$ cat src/rtl/clk_nonoverlap_monitor_pkg.sv
// Shared types and default sizing for the non-overlapping clock monitor.
package clk_nonoverlap_monitor_pkg;

   typedef enum logic [1:0] {
      StIdle,
      StArm,
      StRun
   } mon_state_e;

   localparam int unsigned DefWindowCycles = 1000;
   localparam int unsigned DefCntW         = 16;
   localparam int unsigned DefSyncStages   = 2;

endpackage

$ cat src/rtl/clk_nonoverlap_monitor_if.sv
// Result bundle of the clock monitor: valid/ack handshake plus the four window counters.
interface clk_nonoverlap_monitor_if
   import clk_nonoverlap_monitor_pkg::*;
#(
   parameter int unsigned CNT_W = DefCntW
);

   logic             meas_valid;
   logic             meas_ack;
   logic [CNT_W-1:0] edge_cnt;
   logic [CNT_W-1:0] edgen_cnt;
   logic [CNT_W-1:0] high_cnt;
   logic [CNT_W-1:0] overlap_cnt;
   logic             overrun;

   modport master (
      output meas_valid,
      output edge_cnt,
      output edgen_cnt,
      output high_cnt,
      output overlap_cnt,
      output overrun,
      input  meas_ack
   );

   modport slave (
      input  meas_valid,
      input  edge_cnt,
      input  edgen_cnt,
      input  high_cnt,
      input  overlap_cnt,
      input  overrun,
      output meas_ack
   );

endinterface

$ cat src/rtl/clk_mon_sync_edge.sv
// Multi-stage synchronizer for an asynchronous clock input, plus a rising-edge detector.
module clk_mon_sync_edge #(
   parameter int unsigned SYNC_STAGES = 2
) (
   input  logic i_clk,
   input  logic i_rst_n,
   input  logic i_async,
   output logic o_level,
   output logic o_rise
);

   logic [SYNC_STAGES-1:0] r_sync;
   logic                   r_prev;

   always_ff @(posedge i_clk or negedge i_rst_n) begin
      if (!i_rst_n) begin
         r_sync <= '0;
         r_prev <= 1'b0;
      end else begin
         r_sync <= {r_sync[SYNC_STAGES-2:0], i_async};
         r_prev <= r_sync[SYNC_STAGES-1];
      end
   end

   assign o_level = r_sync[SYNC_STAGES-1];
   assign o_rise  = r_sync[SYNC_STAGES-1] & ~r_prev;

endmodule

$ cat src/rtl/clk_nonoverlap_monitor.sv
// Windowed edge/high-time/overlap monitor for the MOD/MODN clock pair.
// Define CLK_MON_OVERLAP_CHECK_EN to build the MODN path, EDGEN_CNT and OVERLAP_CNT.
module clk_nonoverlap_monitor
   import clk_nonoverlap_monitor_pkg::*;
#(
   parameter int unsigned WINDOW_CYCLES = DefWindowCycles,
   parameter int unsigned CNT_W         = DefCntW,
   parameter int unsigned SYNC_STAGES   = DefSyncStages
) (
   input  logic                     i_user_clock,
   input  logic                     i_reset_n,
   input  logic                     i_enable,
   input  logic                     i_clk_mod,
   input  logic                     i_clk_modn,
   clk_nonoverlap_monitor_if.master meas_if
);

   localparam int unsigned WinW = (WINDOW_CYCLES > 1) ? $clog2(WINDOW_CYCLES) : 1;
   localparam int unsigned ArmW = $clog2(SYNC_STAGES + 1);
   localparam logic [WinW-1:0] WinLast = WinW'(WINDOW_CYCLES - 1);
   localparam logic [ArmW-1:0] ArmLast = ArmW'(SYNC_STAGES);

   mon_state_e r_state;
   mon_state_e w_state_nxt;

   logic [ArmW-1:0]  r_arm_cnt;
   logic [WinW-1:0]  r_win_cnt;
   logic             w_in_arm;
   logic             w_in_run;
   logic             w_terminal;
   logic             w_capture;
   logic             w_ack_hit;
   logic             w_mod_level;
   logic             w_mod_rise;
   logic [CNT_W-1:0] r_edge_acc;
   logic [CNT_W-1:0] r_high_acc;
   logic [CNT_W-1:0] w_edge_nxt;
   logic [CNT_W-1:0] w_high_nxt;
   logic [CNT_W-1:0] r_edge_out;
   logic [CNT_W-1:0] r_high_out;
   logic             r_valid;
   logic             r_overrun;
   logic             w_valid_nxt;
   logic             w_overrun_nxt;

   clk_mon_sync_edge #(
      .SYNC_STAGES (SYNC_STAGES)
   ) u_sync_mod (
      .i_clk   (i_user_clock),
      .i_rst_n (i_reset_n),
      .i_async (i_clk_mod),
      .o_level (w_mod_level),
      .o_rise  (w_mod_rise)
   );

   always_ff @(posedge i_user_clock or negedge i_reset_n) begin
      if (!i_reset_n) begin
         r_state <= StIdle;
      end else begin
         r_state <= w_state_nxt;
      end
   end

   always_comb begin
      w_state_nxt = r_state;
      unique case (r_state)
         StIdle: begin
            if (i_enable) w_state_nxt = StArm;
         end
         StArm: begin
            if (!i_enable) begin
               w_state_nxt = StIdle;
            end else if (r_arm_cnt == ArmLast) begin
               w_state_nxt = StRun;
            end
         end
         StRun: begin
            if (!i_enable) w_state_nxt = StIdle;
         end
         default: w_state_nxt = StIdle;
      endcase
   end

   always_comb begin
      w_in_arm = (r_state == StArm);
      w_in_run = (r_state == StRun);
   end

   // ARM lasts SYNC_STAGES+1 cycles so stale synchronizer and edge-detect state is flushed.
   always_ff @(posedge i_user_clock or negedge i_reset_n) begin
      if (!i_reset_n) begin
         r_arm_cnt <= '0;
      end else if (w_in_arm) begin
         r_arm_cnt <= r_arm_cnt + ArmW'(1);
      end else begin
         r_arm_cnt <= '0;
      end
   end

   assign w_terminal = w_in_run && (r_win_cnt == WinLast);
   assign w_ack_hit  = meas_if.meas_ack && r_valid;
   assign w_capture  = w_terminal && (!r_valid || meas_if.meas_ack);

   always_ff @(posedge i_user_clock or negedge i_reset_n) begin
      if (!i_reset_n) begin
         r_win_cnt <= '0;
      end else if (w_in_run && !w_terminal) begin
         r_win_cnt <= r_win_cnt + WinW'(1);
      end else begin
         r_win_cnt <= '0;
      end
   end

   // Saturating accumulators; the terminal cycle's own contribution is part of the result.
   always_comb begin
      w_edge_nxt = r_edge_acc;
      w_high_nxt = r_high_acc;
      if (w_mod_rise && (r_edge_acc != '1)) w_edge_nxt = r_edge_acc + CNT_W'(1);
      if (w_mod_level && (r_high_acc != '1)) w_high_nxt = r_high_acc + CNT_W'(1);
   end

   always_ff @(posedge i_user_clock or negedge i_reset_n) begin
      if (!i_reset_n) begin
         r_edge_acc <= '0;
         r_high_acc <= '0;
      end else if (!w_in_run || w_terminal) begin
         r_edge_acc <= '0;
         r_high_acc <= '0;
      end else begin
         r_edge_acc <= w_edge_nxt;
         r_high_acc <= w_high_nxt;
      end
   end

   always_ff @(posedge i_user_clock or negedge i_reset_n) begin
      if (!i_reset_n) begin
         r_edge_out <= '0;
         r_high_out <= '0;
      end else if (w_capture) begin
         r_edge_out <= w_edge_nxt;
         r_high_out <= w_high_nxt;
      end
   end

   // A dropped window cannot coincide with an ack, so set and clear of OVERRUN never collide.
   always_comb begin
      w_valid_nxt   = r_valid;
      w_overrun_nxt = r_overrun;
      if (w_capture) begin
         w_valid_nxt = 1'b1;
      end else if (w_ack_hit) begin
         w_valid_nxt = 1'b0;
      end
      if (w_terminal && !w_capture) begin
         w_overrun_nxt = 1'b1;
      end else if (w_ack_hit) begin
         w_overrun_nxt = 1'b0;
      end
   end

   always_ff @(posedge i_user_clock or negedge i_reset_n) begin
      if (!i_reset_n) begin
         r_valid   <= 1'b0;
         r_overrun <= 1'b0;
      end else begin
         r_valid   <= w_valid_nxt;
         r_overrun <= w_overrun_nxt;
      end
   end

   assign meas_if.meas_valid = r_valid;
   assign meas_if.overrun    = r_overrun;
   assign meas_if.edge_cnt   = r_edge_out;
   assign meas_if.high_cnt   = r_high_out;

`ifdef CLK_MON_OVERLAP_CHECK_EN
   logic             w_modn_level;
   logic             w_modn_rise;
   logic [CNT_W-1:0] r_edgen_acc;
   logic [CNT_W-1:0] r_overlap_acc;
   logic [CNT_W-1:0] w_edgen_nxt;
   logic [CNT_W-1:0] w_overlap_nxt;
   logic [CNT_W-1:0] r_edgen_out;
   logic [CNT_W-1:0] r_overlap_out;

   clk_mon_sync_edge #(
      .SYNC_STAGES (SYNC_STAGES)
   ) u_sync_modn (
      .i_clk   (i_user_clock),
      .i_rst_n (i_reset_n),
      .i_async (i_clk_modn),
      .o_level (w_modn_level),
      .o_rise  (w_modn_rise)
   );

   always_comb begin
      w_edgen_nxt   = r_edgen_acc;
      w_overlap_nxt = r_overlap_acc;
      if (w_modn_rise && (r_edgen_acc != '1)) w_edgen_nxt = r_edgen_acc + CNT_W'(1);
      if (w_mod_level && w_modn_level && (r_overlap_acc != '1)) begin
         w_overlap_nxt = r_overlap_acc + CNT_W'(1);
      end
   end

   always_ff @(posedge i_user_clock or negedge i_reset_n) begin
      if (!i_reset_n) begin
         r_edgen_acc   <= '0;
         r_overlap_acc <= '0;
      end else if (!w_in_run || w_terminal) begin
         r_edgen_acc   <= '0;
         r_overlap_acc <= '0;
      end else begin
         r_edgen_acc   <= w_edgen_nxt;
         r_overlap_acc <= w_overlap_nxt;
      end
   end

   always_ff @(posedge i_user_clock or negedge i_reset_n) begin
      if (!i_reset_n) begin
         r_edgen_out   <= '0;
         r_overlap_out <= '0;
      end else if (w_capture) begin
         r_edgen_out   <= w_edgen_nxt;
         r_overlap_out <= w_overlap_nxt;
      end
   end

   assign meas_if.edgen_cnt   = r_edgen_out;
   assign meas_if.overlap_cnt = r_overlap_out;
`else
   logic w_unused_modn;
   assign w_unused_modn       = i_clk_modn;
   assign meas_if.edgen_cnt   = '0;
   assign meas_if.overlap_cnt = '0;
`endif

endmodule
$ cat src/flat_wrapper.sv
// flat-port wrapper written by rule: the top's interface ports become plain ports
module clk_nonoverlap_monitor_flat import clk_nonoverlap_monitor_pkg::*;
#(
   parameter int unsigned WINDOW_CYCLES = DefWindowCycles,
   parameter int unsigned CNT_W         = DefCntW,
   parameter int unsigned SYNC_STAGES   = DefSyncStages
)
  (i_user_clock, i_reset_n, i_enable, i_clk_mod, i_clk_modn, meas_if_meas_valid, meas_if_edge_cnt, meas_if_edgen_cnt, meas_if_high_cnt, meas_if_overlap_cnt, meas_if_overrun, meas_if_meas_ack);
  clk_nonoverlap_monitor_if #(.CNT_W(CNT_W)) meas_if_i ();
  input  logic i_user_clock;
  input  logic i_reset_n;
  input  logic i_enable;
  input  logic i_clk_mod;
  input  logic i_clk_modn;
  output wire logic [$bits(meas_if_i.meas_valid)-1:0] meas_if_meas_valid;
  output wire logic [$bits(meas_if_i.edge_cnt)-1:0] meas_if_edge_cnt;
  output wire logic [$bits(meas_if_i.edgen_cnt)-1:0] meas_if_edgen_cnt;
  output wire logic [$bits(meas_if_i.high_cnt)-1:0] meas_if_high_cnt;
  output wire logic [$bits(meas_if_i.overlap_cnt)-1:0] meas_if_overlap_cnt;
  output wire logic [$bits(meas_if_i.overrun)-1:0] meas_if_overrun;
  input wire logic [$bits(meas_if_i.meas_ack)-1:0] meas_if_meas_ack;
  assign meas_if_meas_valid = meas_if_i.meas_valid;
  assign meas_if_edge_cnt = meas_if_i.edge_cnt;
  assign meas_if_edgen_cnt = meas_if_i.edgen_cnt;
  assign meas_if_high_cnt = meas_if_i.high_cnt;
  assign meas_if_overlap_cnt = meas_if_i.overlap_cnt;
  assign meas_if_overrun = meas_if_i.overrun;
  assign meas_if_i.meas_ack = meas_if_meas_ack;
  clk_nonoverlap_monitor #(.WINDOW_CYCLES(WINDOW_CYCLES), .CNT_W(CNT_W), .SYNC_STAGES(SYNC_STAGES)) u_core (.i_user_clock(i_user_clock), .i_reset_n(i_reset_n), .i_enable(i_enable), .i_clk_mod(i_clk_mod), .i_clk_modn(i_clk_modn), .meas_if(meas_if_i));
endmodule
$ cat config.mk
export PLATFORM = sky130hd
export DESIGN_NAME = clk_nonoverlap_monitor_flat
export DESIGN_NICKNAME = d
export VERILOG_FILES = /design/src/rtl/clk_nonoverlap_monitor_pkg.sv /design/src/rtl/clk_nonoverlap_monitor_if.sv /design/src/rtl/clk_mon_sync_edge.sv /design/src/rtl/clk_nonoverlap_monitor.sv /design/src/flat_wrapper.sv
export SDC_FILE = /design/constraint.sdc
export NUM_CORES = 1
export LEC_CHECK = 0
export BUFFER_PORTS_ARGS = -buffer_cell sky130_fd_sc_hd__buf_2
export CORE_AREA = 5 5 91 93
export DETAILED_ROUTE_END_ITERATION = 10
export DIE_AREA = 0 0 96 98
export PLACE_DENSITY_LB_ADDON = 0.12
export SYNTH_ARGS = -nofsm -noshare
export SYNTH_HDL_FRONTEND = slang
export SYNTH_SLANG_ARGS = --single-unit
$ cat constraint.sdc
create_clock -name i_user_clock -period 2.2 [get_ports i_user_clock]
set_input_delay 0.22 -clock i_user_clock [delete_from_list [all_inputs] [get_ports i_user_clock]]
set_output_delay 0.22 -clock i_user_clock [all_outputs]
set_load 0.02 [all_outputs]
======== Word level (Yosys, flattened, before mapping) ========
Cells that the tools add are included.
storage, ports and cells
  logic and storage cells ................. 57
  bits in registers ....................... 83
  input bits .............................. 6
cells by class
  bitwise gates (word level) .............. 2
  reduce and logical (&&, ||, !) cells .... 17
  mux-type cells .......................... 14
  equal/unequal tests ..................... 9
  add/sub/neg operators ................... 4
operators by type and width
  cell                     count
  $mux W16                 4
  $add A16 B1 Y16 const B  2
  $ne A16 B16 Y1 const B   2
  $add A10 B1 Y10 const B  1
  $eq A10 B10 Y1 const B   1
  $mux W10                 1
  $mux W2                  5
  $logic_and A1 B1 Y1      7
  $pmux W2 S3              1
  $eq A2 B2 Y1 const B     2
  $logic_not A1 Y1         4
  $ne A2 B2 Y1 const B     2
  $reduce_bool A2 Y1       2
  $mux W1                  3
  $ne A3 B3 Y1 const B     1
  $reduce_and A3 Y1        1
  $add A2 B1 Y2 const B    1
  $eq A2 B1 Y1 const B     1
  $logic_not A2 Y1         1
  $logic_or A1 B1 Y1       2
  $and A1 B1 Y1            1
  $not A1 Y1               1

======== Longest topological paths before layout ========
  depth in word-level cells ............... 6
  depth in mapped cells ................... 8
  depth with buffers taken out ............ 6

======== By module ========
From an unflattened synthesis, not the netlist that was laid out.
unflattened totals
  cells, all modules ...................... 406
  area, all modules ....................... 3906.2 µm²
by module, submodules not included
  module                  sequential area each (µm²)  area an instance (µm²)  cells an instance  times used
  clk_nonoverlap_monitor  2001.9                      3817.4                  402                1
  clk_mon_sync_edge       75.1                        88.8                    4                  1

======== Least setup slack after synthesis ========
OpenSTA, ideal clock, no wires.
  kind .................................... register to register
  start point ............................. register u_core.r_win_cnt[0]
  end point ............................... register u_core.r_high_out[3], in the netlist u_core.meas_if.high_cnt[3]
  buffers on the path ..................... 2
  clock period less this slack ............ 1.852 ns
  data required time ...................... 2.068 ns
  library setup time ...................... 0.132 ns
  stages on the path, launching flop included .. 9
  arrival ................................. 1.720 ns
  path slack .............................. 0.348 ns
  cell sequence ........................... dfrtp_1 -> ha_1 -> and4bb_2 -> nand3_1 -> or3_1 -> buf_2 -> clkbuf_1 -> nand2_1 -> o21ai_0
between the ends
  word-level cells in the longest chain between the ends .. 3
RTL lines
  what                    line                           RTL
  from (decl)             clk_nonoverlap_monitor.sv:27   logic [WinW-1:0] r_win_cnt;
  from (signal assigned)  clk_nonoverlap_monitor.sv:108  r_win_cnt <= r_win_cnt + WinW'(1);
  $eq A10 B10 Y1          clk_nonoverlap_monitor.sv:100  assign w_terminal = w_in_run && (r_win_cnt == WinLast);
  $logic_and A1 B1 Y1     clk_nonoverlap_monitor.sv:100
  $logic_and A1 B1 Y1     clk_nonoverlap_monitor.sv:102  assign w_capture = w_terminal && (!r_valid || meas_if.meas_ack);
  to (signal assigned)    clk_nonoverlap_monitor.sv:141  r_high_out <= w_high_nxt;
  to (decl)               clk_nonoverlap_monitor.sv:40   logic [CNT_W-1:0] r_high_out;
No other way between the ends.
A chain may end at the register's enable or synchronous reset.

======== Worst setup path in the final report ========
  start point ............................. register u_core.r_win_cnt[0]
  end point ............................... register u_core.r_high_out[14], in the netlist u_core.meas_if.high_cnt[14]
The elaborated chain is that of the path after synthesis.

==> metrics.md <==
| Metric | Value |
|---|---|
| Yosys cell types | `44` |
| Mapped cell area | `between 0.003 and 0.004 mm²` |
| EDFF count, synth | `0` |
| Initial antenna violation count | `0` |
| Fin cells | `549` |
| Clock slew at reported path FFs | `approximately 0.090 ns` |
| Routed Antenna Nets | `0` |
| Post-route DRC | `0` |
| Setup TNS | `0 ns` |
| #FFs+latches synth | `between 80 and 90` |
| Layout Skew | `around 0.013 ns` |
| Number of diodes | `0` |
| Util after Layout | `between 50% and 60%` |
| Final nets | `452` |
| Leading cell type in the layout, fill and taps excluded | `dfrtp_1` |
| Die ar. | `between 0.009 and 0.01 mm²` |
| Syn Inst Count | `396` |
| Crit path max fanout | `46` |
| Final wirelength | `approximately 6.9 mm` |
| Gr usage total | `between 10% and 20%` |
| Core ar. | `about 0.0074 mm²` |
| Crit start category | `register` |
| CP Data Required Time | `~2.4 ns` |
| Synthesized area per cell | `9.88 µm²` |
| Tcrit/Tclk final | `about 90%` |
| CP max stage cell | `dfrtp_1` |
| Row cnt | `32` |
| Total CTS buffers | `9` |
| Clk sinks | `83` |
| Max frequency | `~510 MHz` |
| Die height | `around 100 µm` |
| Crit Path Class | `register to register` |
| I/O pin total | `just over 70` |
| Setup bufs post-CTS | `0` |
| WL/cell | `12.6 µm` |
| Critical path endpoint category | `register` |
| Vias in the first global route | `between 2000 and 3000` |
| WP buf/inv | `1` |
| Setup violators final | `0` |
| First DRT Iteration DRCs | `roughly 120` |
| HPWL Detailed | `between 4 and 5 mm` |
| Die width | `~96 µm` |
| Largest net degree at the start of global routing | `48` |
| Number of detailed-route iterations in the first pass | `4` |
| DR vias | `between 2000 and 3000` |
| Max Cap Viol | `0` |
| Final RePlAce weighted congestion | `roughly 0.75` |
| Largest delay contributor family on the critical path | `simple AND/OR/NAND/NOR gates` |
| Slowest cell delay on critical path | `around 0.38 ns` |
| Pwr/cell area | `about 640 mW/mm²` |
| P&R area growth vs syn | `11.2%` |
| Initial core utilization | `52.5%` |
| Min Tclk post-route | `1.96 ns` |
| Hold Vio Cnt, Final | `0` |
| Gr ovfl total | `0` |
| Worst slack, placed | `0.230 ns` |
| HP Class | `primary input to register` |
| Later-pin clock latency in the skew report | `0.35 ns` |
| RSZ-0062 raised after global routing | `no` |
| First-pass GRT wire length | `12.1 mm` |
| Longest Clk Path Bufs | `2` |
| CP Cell Sequence | `ha_1 -> and4bb_2 -> nand3_1 -> or3_1 -> buf_4 -> nand2_1 -> o21ai_0` |
| LEAKAGE | `1.91 nW` |
| Fraction of layout cells with a size suffix above 1 | `between 10% and 20%` |
| Root cell of the clock tree | `clkbuf_8` |
| Commonest non-fill, non-tap cells in the layout | `dfrtp_1, nor2_1, nand2_1` |
| Status | `finished clean` |
| Slew Viols, Final | `0` |
| Port buffer count | `38` |
| Post-synth ARST share | `100%` |
| Top FF cell, synth | `dfrtp_1` |
| Post-synthesis sequential area ratio | `a little over half` |
| Tot Pwr | `between 2 and 3 mW` |
| Setup ws final | `0.237 ns` |
| Drt via density | `4.91` |
| CTS tree | `done` |
| CP arrival | `2.17 ns` |
| H-tree depth | `3` |
| Dpl cells | `~530` |
| Syn. warnings | `0` |
| Peak VDD IR | `roughly 0.40 mV` |
-- what timing repair did --
item / CTS / global route
hold buffers: 2 / 0
hold endpoints to repair: 37 / 0
gates resized for setup: 0 / 0
-- synthesized netlist by cell type (3+ instances only) --
cell type / n / area share (%)
dfrtp_1: 83 / 53
nand4_1: 7 / 1.1
nand3_1: 13 / 1.7
clkbuf_1: 9 / 0.86
xnor2_1: 24 / 5.4
nor4_1: 3 / 0.48
nor3_1: 10 / 1.3
o21ai_0: 33 / 4.2
nand2_1: 46 / 4.4
and3_1: 7 / 1.1
xor2_1: 7 / 1.6
ha_1: 4 / 1.3
buf_4: 32 / 6.1
a21oi_1: 5 / 0.64
inv_1: 6 / 0.58
nand2b_1: 8 / 1.3
nand3b_1: 3 / 0.58
mux2i_1: 4 / 1.0
nor2_1: 58 / 5.6
-- state kept, by name, indices dropped and copies added (netlist names) --
name                       flops
u_core.r_high_acc             16
u_core.r_state                 2
u_core.r_win_cnt              10
u_core.r_edge_acc             16
u_core.r_arm_cnt               2
u_core.meas_if.edge_cnt       16
u_core.meas_if.high_cnt       16
u_core.u_sync_mod.r_sync       2
u_core.u_sync_mod.r_prev       1
u_core.meas_if.overrun         1
u_core.meas_if.meas_valid      1
-- power by group --
| group | switching (mW) | leakage, nW | internal (mW) | total [mW] |
|---|---|---|---|---|
| Combinational | 0.114 | 0.745 | 0.0311 | 0.145 |
| Clock | 0.539 | 0.102 | 0.555 | 1.09 |
| Sequential | 0.0138 | 1.06 | 1.54 | 1.56 |
-- cells by family after synthesis --
logic type,synth area share (%)
AND/OR/NAND/NOR,22.9
flip-flops,53.1
buffers and inverters,7.71
AO/OA/AOI/OAI,6.97
XOR/XNOR,6.94
adder cells (fa/ha/maj),1.28
multiplexers,1.02
other,0.0958
-- worst reg2reg max path, cell delays in order (launching register included) --
cell and delay, ns:
dfrtp_1 0.38, ha_1 0.28, and4bb_2 0.25, nand3_1 0.09
or3_1 0.35, buf_4 0.27, nand2_1 0.13, o21ai_0 0.08
-- final timing paths --
path                                                  startpoint                                       to  slack, ns  depth (start not counted)
setup / recovery                   u_core.r_win_cnt[0]$_DFF_PN0_  u_core.meas_if.high_cnt[14]$_DFFE_PN0P_       0.24                          7
max in group asynchronous                              i_reset_n          u_core.r_high_acc[12]$_DFF_PN0_       1.21                          3
hold / removal                                  meas_if_meas_ack       u_core.meas_if.overrun$_DFFE_PN0P_       0.06                          2
setup reg to reg                   u_core.r_win_cnt[0]$_DFF_PN0_  u_core.meas_if.high_cnt[14]$_DFFE_PN0P_       0.24                          7
hold reg to reg            u_core.u_sync_mod.r_sync[0]$_DFF_PN0_    u_core.u_sync_mod.r_sync[1]$_DFF_PN0_       0.36                          0
min in group asynchronous                              i_reset_n            u_core.r_arm_cnt[1]$_DFF_PN0_       0.37                          2
-- stage by stage --
stage	area [µm²]	hold slack [ns]
floorplan	4030	-0.0756
global placement	4130	0.212
detailed placement	4130	0.214
CTS	4350	0.0455
global route	4350	0.0595
finish	4350	0.0599
-- area by class of cell --
class | instances | area [µm²]
well taps | 102 | 128
repair buffers | 46 | 270
inverters | 6 | 22.5
multi-input cells | 296 | 1650
clock buffers | 10 | 138
fillers | 704 | 3100
clock inverters | 6 | 65.1
flip-flops and latches | 83 | 2080
-- per-layer routing --
metal | global-route usage, % | vias to the layer above | wire, µm
li1 | - | 1360 | -
met1 | 21.1 | 1284 | 3210
met2 | 26.4 | 43 | 3380
met3 | 2.93 | 10 | 250
met4 | 5.58 | 0 | 101
met5 | 0 | - | 0
No activity file was read; power rests on OpenSTA's default activity.
